## config.mk

```make
export PLATFORM = sky130hd
export DESIGN_NAME = nlprg_wdog
export DESIGN_NICKNAME = d
export VERILOG_FILES = /design/src/rtl/nlprg_wdog.sv
export SDC_FILE = /design/constraint.sdc
export NUM_CORES = 1
export LEC_CHECK = 0
export ABC_AREA = 1
export CAP_MARGIN = 20
export CORE_AREA = 5 5 42 44
export CTS_CLUSTER_DIAMETER = 50
export DETAILED_ROUTE_END_ITERATION = 16
export DIE_AREA = 0 0 47 49
export GPL_TIMING_DRIVEN = 0
export PLACE_DENSITY = 0.54
export SLEW_MARGIN = 10
export SYNTH_ARGS = -nofsm -noshare
export SYNTH_HDL_FRONTEND = slang
export SYNTH_SLANG_ARGS = --single-unit
```

## constraint.sdc

```tcl
create_clock -name ck -period 1.6 [get_ports ck]
set_clock_uncertainty 0.2 [all_clocks]
set_input_delay 0.24 -clock ck [delete_from_list [all_inputs] [get_ports ck]]
set_output_delay 0.24 -clock ck [all_outputs]
set_load 0.1 [all_outputs]
```

## src/rtl/nlprg_wdog.sv

```systemverilog
// Consecutive idle-cycle counter; expire is combinational and asserts on the WDOG-th idle cycle.
// No backpressure; WDOG=0 disables expiry entirely.
module nlprg_wdog #(
  parameter int WDOG = 64
) (
  input  logic ck,
  input  logic rst_n,
  input  logic en,
  input  logic clr,
  output logic expire
);

  localparam int CW = (WDOG > 1) ? $clog2(WDOG + 1) : 1;

  logic [CW-1:0] cnt_q;

  always_ff @(posedge ck or negedge rst_n) begin
    if (!rst_n) begin
      cnt_q <= '0;
    end else if (clr) begin
      cnt_q <= '0;
    end else if (en) begin
      cnt_q <= cnt_q + 1'b1;
    end
  end

  generate
    if (WDOG == 0) begin : g_off
      assign expire = 1'b0;
    end else begin : g_on
      // Fire while the WDOG-th idle cycle is being sampled, not one cycle later.
      assign expire = en && (cnt_q == CW'(WDOG - 1));
    end
  endgenerate

endmodule

```

==> results of run 1 <==
## layer usage
metal	global-route usage, %	wire [um]	vias up
met5	0	0	-
li1	-	-	186
met2	13.35	499	10
met3	2.214	44	2
met4	2.765	10	0
met1	10.36	377	177
## worst max-delay path, delay by kind of cell (launching register included)
kind          cells  cell delay (ps)
simple gates      2              290
buf+inv           1              260
flops             1              390
fa+ha+maj         1              170
## stage by stage
stage	util [%]	power, mW	std cells	setup WS [ps]	hold WS, ps
5_1_grt	39.91	0.4108	79	-249.5	93.61
3_3_place_gp	32.50	0.2236	68	-1168	314.8
2_1_floorplan	-	0.2060	48	-522.3	-255.6
6_report	39.91	0.3954	79	-198.3	57.47
3_5_place_dp	32.50	0.2243	68	-1192	321.1
4_1_cts	37.77	0.3931	77	-197.1	73.31
## power by group through the flow
| stage | combinational [mW] | sequential, mW | clock [mW] |
|---|---|---|---|
| after floorplan | 0.0180 | 0.188 | 0 |
| after global placement | 0.0344 | 0.189 | 0 |
| after detailed placement | 0.0353 | 0.189 | 0 |
| after CTS | 0.0416 | 0.185 | 0.167 |
| after global routing | 0.0487 | 0.187 | 0.175 |
| final | 0.0434 | 0.186 | 0.165 |
## cells in the mapped netlist
cell type                 instances
sky130_fd_sc_hd__inv_1            3
sky130_fd_sc_hd__a21o_1           1
sky130_fd_sc_hd__nand4_1          1
sky130_fd_sc_hd__a21oi_1          2
sky130_fd_sc_hd__ha_1             1
sky130_fd_sc_hd__nor3_1           1
sky130_fd_sc_hd__a21oi_2          1
sky130_fd_sc_hd__o21ai_1          2
sky130_fd_sc_hd__nor2_1           4
sky130_fd_sc_hd__dfrtp_1          7
sky130_fd_sc_hd__nor2_2           3
sky130_fd_sc_hd__nor2_4           1
sky130_fd_sc_hd__nor4_2           1
sky130_fd_sc_hd__nand3_1          4
sky130_fd_sc_hd__inv_2            3
sky130_fd_sc_hd__nand2_1         12
sky130_fd_sc_hd__nand2_2          1
## logic make-up after synthesis
kind of cell / count (synthesis) / share of synthesized area [%]
fa+ha+maj: 1 / 3.236
compound gates: 6 / 9.386
simple gates: 28 / 36.24
flops: 7 / 45.31
buf+inv: 6 / 5.825
## worst max-delay path by stage
stage,startpoint,endpoint,slack [ps],depth (start not counted)
floorplan,cnt_q[1],expire,-520,3
global placement,en,expire,-1170,4
detailed placement,en,expire,-1190,4
CTS,cnt_q[3],expire,-200,5
global route,cnt_q[1],expire,-250,4
finish,cnt_q[1],expire,-200,4
## layout make-up
cell class	instances	area share, %
clock buffer	4	4.698
inverter	6	4.027
multi-input combinational	35	39.82
sequential	7	31.32
tap	16	3.579
timing repair buffer	11	16.55
## placed cells by master (no fill, tap or decap), types with 2 or more instances in the layout
master,instances
sky130_fd_sc_hd__clkbuf_4,3
sky130_fd_sc_hd__dfrtp_1,7
sky130_fd_sc_hd__inv_1,3
sky130_fd_sc_hd__nand3_1,4
sky130_fd_sc_hd__a21oi_1,2
sky130_fd_sc_hd__o21ai_1,2
sky130_fd_sc_hd__nor2_4,2
sky130_fd_sc_hd__clkdlybuf4s50_1,2
sky130_fd_sc_hd__nor2_1,4
sky130_fd_sc_hd__nor2_2,2
sky130_fd_sc_hd__nand2_1,11
sky130_fd_sc_hd__buf_4,7
sky130_fd_sc_hd__inv_2,3
## repair_timing
item,4_1_cts,5_1_grt
setup buffers,5,2
gates resized for setup,11,2
endpoints found under the setup margin,1,1
pin swaps,3,3
==> implementation parameters, run 1 <==
Parameter                              Value

Finish
  Share of post-route cells with drive strength above 1 ... 36.51%
  Area of the multi-input gates ... ~220 um2
  Largest register by flop count ... cnt_q
  Net count reported at finish ... 69
  Layout fillers ... around 150
  Registers with the most flip-flops ... cnt_q x7
  Relative area change from synthesis to final layout ... 44.66%
  Largest register FFs ... 7
  Layout Cell Area excl Fill ... roughly 560 um2
  Storage cell area ... 175.2 um2
  Antenna cell count ... 0

Worst setup path
  Worst setup slack for register-to-register paths ... 210 ps
  Worst path max stage delay ... between 300 and 400 ps
  Length in cells of the worst reg-to-reg path ... 7
  RR Startpoint ... cnt_q[1]
  Kind of critical path ... reg -> out
  Critical Path End Type ... primary output
  Required @ worst endpoint ... 1160 ps
  Sort of element at the start of the critical path ... flip-flop
  Destination of the worst register-to-register timing path ... cnt_q[6]
  Worst-path maximum fanout ... 2
  Crit path DAT ... ~1400 ps
  Cell with the largest stage delay on the worst path ... sky130_fd_sc_hd__dfrtp_1
  Sequence of cells on the critical path ... ha_4 > nand2_4 > nor4_4 > buf_6

Die
  Effective utilization at floorplan ... 27.59%
  Number of rows created at floorplan ... 14
  Overall die height ... 49 um
  Number of ports placed on the die boundary ... 5
  X dimension of the die ... 47 um
  Die Outline Area ... 2303 um2
  Area of the core ... around 1400 um2

Logic synthesis
  Synth unique cells ... 17
  Syn_area_per_cell ... a little over 8 um2
  Seq/Total Area, Yosys ... 45.31%
  Cell type contributing the most total cell area after synthesis ... sky130_fd_sc_hd__dfrtp_1
  Combined area of all synthesized cells ... 386.6 um2
  Biggest area contributors in the synthesized netlist ... sky130_fd_sc_hd__dfrtp_1 45%, sky130_fd_sc_hd__nand2_1 12%, sky130_fd_sc_hd__nand3_1 5.2%, sky130_fd_sc_hd__nor2_2 4.9%, sky130_fd_sc_hd__nor2_1 3.9%
  Register bit total from synthesis ... 7
  Area share of the largest cell type after synthesis ... 45.31%
  Total nets after synthesis ... 53
  Syn Inst Count ... 48
  Synth warn ... 0

Route
  Number of remaining DRC errors ... 0
  Number of search-and-repair iterations in the first detailed-routing pass ... 4
  DR vias ... 375
  Via density per instance ... about 4.7
  Routed Wire Length ... roughly 930 um
  Drt wl/cell ... around 12 um
  Remaining antenna violation count ... 0
  Violation count after the first detailed-route iteration ... 8

STA
  Total Neg Setup Slack ... -198.3 ps
  Final setup violation count ... 1
  Setup repair after global routing missed its margin ... true
  Final period utilization ... 112.4%
  Time the final worst path needs with I/O delays and setup ... 1798 ps
  Fmax ... 556.1 MHz
  Slew Viols, Final ... 0
  Final number of hold-violating endpoints ... 0
  Slew @ Worst Pin ... between 300 and 400 ps
  Final Worst Setup Slack ... -198.3 ps
  Remaining max-slew budget at the tightest pin ... 76.91%

Power and ir drop
  Sequential share of power ... 47.2%
  Sw Pwr ... between 0.09 and 0.1 mW
  Combinational share of power ... 11.0%
  Standby leakage power ... 0.2745 nW
  Switching power share of the total ... 25.06%
  Clock group share of total power ... 41.9%
  Power per cell area ... just over 700 nW/um2
  IR drop worst, VDD ... 0.0003475 V
  Internal ... 0.2963 mW

Clock tree
  Buffer levels on the longest clock path ... 2
  Root buffer cell ... sky130_fd_sc_hd__clkbuf_4
  TritonCTS clock tree ... yes
  Number of buffers inserted by hold repair at cts ... 0
  Clock sink total ... 7
  Clk slew on worst S/H paths ... around 60 ps
  Clock buffers created by TritonCTS ... 3
  H-tree levels ... 1
  Insertion delay of the later-clocked pin in the worst-skew pair ... 250 ps

Global routing
  Number of global-route vias before repair ... 313
  Total global routing overflow ... 0
  Largest net degree at the start of global routing ... 8
  Global-route wire length before repair ... ~1400 um
  Antenna violations before repair ... 0
  Total global routing track utilization ... 8.304%

Placed design
  HPWL Detailed ... around 590 um
  Port-buffer cells ... 4
  Placer Congestion ... 0.7595
  Placed inst area ... 455.4 um2

Job
  Max-cap violations ... 0

Status
  Outcome ... complete, but fails checks
  Violated checks ... negative setup slack

Worst hold path
  Worst hold path class ... in -> async
(Power assumes the default switching activity.)
==> run 2, diff against run 1 <==
--- a/config.mk
+++ b/config.mk
@@ -8,6 +8,7 @@
 export ABC_AREA = 1
 export CAP_MARGIN = 20
 export CORE_AREA = 5 5 42 44
+export CTS_BUF_LIST = sky130_fd_sc_hd__clkbuf_16
 export CTS_CLUSTER_DIAMETER = 50
 export DETAILED_ROUTE_END_ITERATION = 16
 export DIE_AREA = 0 0 47 49
==> run 2 against run 1 <==
Compared with the run above:
- the run still ends with negative setup slack left
- sequential power about the same
- cell area grew 8.1%
- wire length grew 3.0%
- worst setup slack improved by 16 ps
- global-route usage rose by 1.7 points
- critical path type unchanged
- critical endpoint unchanged
==> implementation parameters, run 2 (synthesized netlist as in run 1, its figures left out) <==
Parameter                              Value

Route
  Number of remaining DRC errors ... 0
  Number of search-and-repair iterations in the first detailed-routing pass ... 4
  Routed Wire Length ... between 900 and 1000 um
  Drt wl/cell ... 12.32 um
  DR vias ... 363
  Via density per instance ... around 4.7
  Remaining antenna violation count ... 0
  Violation count after the first detailed-route iteration ... 3

Status
  Violated checks ... negative setup slack
  Outcome ... complete, but fails checks

Die
  X dimension of the die ... 47 um
  Number of ports placed on the die boundary ... 5
  Die Outline Area ... about 2300 um2
  Area of the core ... around 1400 um2
  Effective utilization at floorplan ... ~28%
  Overall die height ... 49 um
  Number of rows created at floorplan ... 14

Finish
  Antenna cell count ... 0
  Layout Cell Area excl Fill ... around 600 um2
  Relative area change from synthesis to final layout ... 56.31%
  Most common cell after layout, fill and taps aside ... sky130_fd_sc_hd__nand2_1
  Largest register by flop count ... cnt_q
  Net count reported at finish ... just under 70
  Utilization of the core after routing ... a little over two fifths
  Non-filler cells in the finished layout ... 78
  Largest register FFs ... 7
  Most frequent cells in the layout ... 11 x sky130_fd_sc_hd__nand2_1, 7 x sky130_fd_sc_hd__dfrtp_1, 6 x sky130_fd_sc_hd__buf_4
  Share of post-route cells with drive strength above 1 ... 35.48%
  Registers with the most flip-flops ... cnt_q x7

Power and ir drop
  IR drop worst, VDD ... 0.0006433 V
  Overall power of the completed layout ... 0.6593 mW
  Standby leakage power ... 0.2964 nW
  Power per cell area ... 1091 nW/um2

Global routing
  Total global routing track utilization ... 10.01%
  Antenna violations before repair ... 0
  Total global routing overflow ... 0
  Largest net degree at the start of global routing ... 8
  Number of global-route vias before repair ... 345
  Global-route wire length before repair ... roughly 1600 um

STA
  Time the final worst path needs with I/O delays and setup ... 1783 ps
  Final Worst Setup Slack ... -182.8 ps
  Final period utilization ... 111.4%
  Slew Viols, Final ... 0
  Final setup violation count ... 1
  Fmax ... 560.9 MHz
  Final number of hold-violating endpoints ... 0
  Setup repair after global routing missed its margin ... true
  Hold Slack ... 75.38 ps
  Total Neg Setup Slack ... -182.8 ps
  Remaining max-slew budget at the tightest pin ... 77.32%
  Slew @ Worst Pin ... 339.2 ps

Worst setup path
  Destination of the worst register-to-register timing path ... cnt_q[6]
  Cell with the largest stage delay on the worst path ... sky130_fd_sc_hd__dfrtp_1
  Kind of critical path ... reg -> out
  Worst path max stage delay ... 380 ps
  Worst setup slack for register-to-register paths ... 210 ps
  RR Startpoint ... cnt_q[1]
  Worst-path maximum fanout ... 2
  Sort of element at the start of the critical path ... flip-flop
  Sequence of cells on the critical path ... ha_4 > nand2_4 > nor4_4 > buf_6
  Length in cells of the worst reg-to-reg path ... 7
  Crit path DAT ... 1340 ps
  Required @ worst endpoint ... roughly 1200 ps
  Critical Path End Type ... primary output

Placed design
  Dpl ws ... -1192 ps
  HPWL Detailed ... approximately 590 um
  Port-buffer cells ... 4
  Placed inst area ... 455.4 um2
  Placed cell count ... between 60 and 70
  Placer Congestion ... roughly 0.76

Job
  Max-cap violations ... 0

Clock tree
  Insertion delay of the later-clocked pin in the worst-skew pair ... 230 ps
  Clk slew on worst S/H paths ... around 40 ps
  Clock sink total ... 7
  Clock buffers created by TritonCTS ... 3
  Buffer levels on the longest clock path ... 2
  H-tree levels ... 1
  TritonCTS clock tree ... yes
  Number of buffers inserted by hold repair at cts ... 0
  Root buffer cell ... sky130_fd_sc_hd__clkbuf_16

Worst hold path
  Worst hold path class ... in -> async
==> run 2: what timing repair did <==
action,in CTS,in global routing
gates resized for setup,11,2
endpoints found under the setup margin,1,1
pin swaps,3,3
buffers inserted,5,1
==> run 2: where the power goes <==
part	total (mW)	switching (mW)	internal [mW]	leakage, nW
Sequential	0.187	0.00492	0.182	0.0964
Clock	0.429	0.103	0.326	0.0423
Combinational	0.0431	0.0238	0.0192	0.158
==> run 2: critical path, delay by kind of cell, from the launching register on <==
kind | cells | cell delay, ps
adder cells (fa/ha/maj) | 1 | 170
buffers and inverters | 1 | 260
flip-flops | 1 | 380
AND/OR/NAND/NOR | 2 | 290
==> run 2: metal layers <==
layer	global-route usage, %	wire length [um]	up-vias
met3	4.428	37	2
met2	15.61	526	7
met4	5.530	25	0
met5	0	0	-
met1	10.81	372	171
li1	-	-	183
==> run 2: cell type report <==
| type | instances | area (um2) |
|---|---|---|
| timing repair buffer | 10 | 85.08 |
| sequential | 7 | 175.2 |
| clock inverter | 1 | 3.754 |
| multi-input combinational | 35 | 222.7 |
| clock buffer | 3 | 75.07 |
| fill | 141 | 797.0 |
| tap | 16 | 20.02 |
| inverter | 6 | 22.52 |
==> run 2: worst max-delay path by stage <==
stage	start	end	slack [ps]	cells after the start
finish	cnt_q[1]	expire	-180	4
global route	cnt_q[1]	expire	-230	4
CTS	cnt_q[3]	expire	-180	5
detailed placement	en	expire	-1190	4
global placement	en	expire	-1170	4
floorplan	cnt_q[1]	expire	-520	3
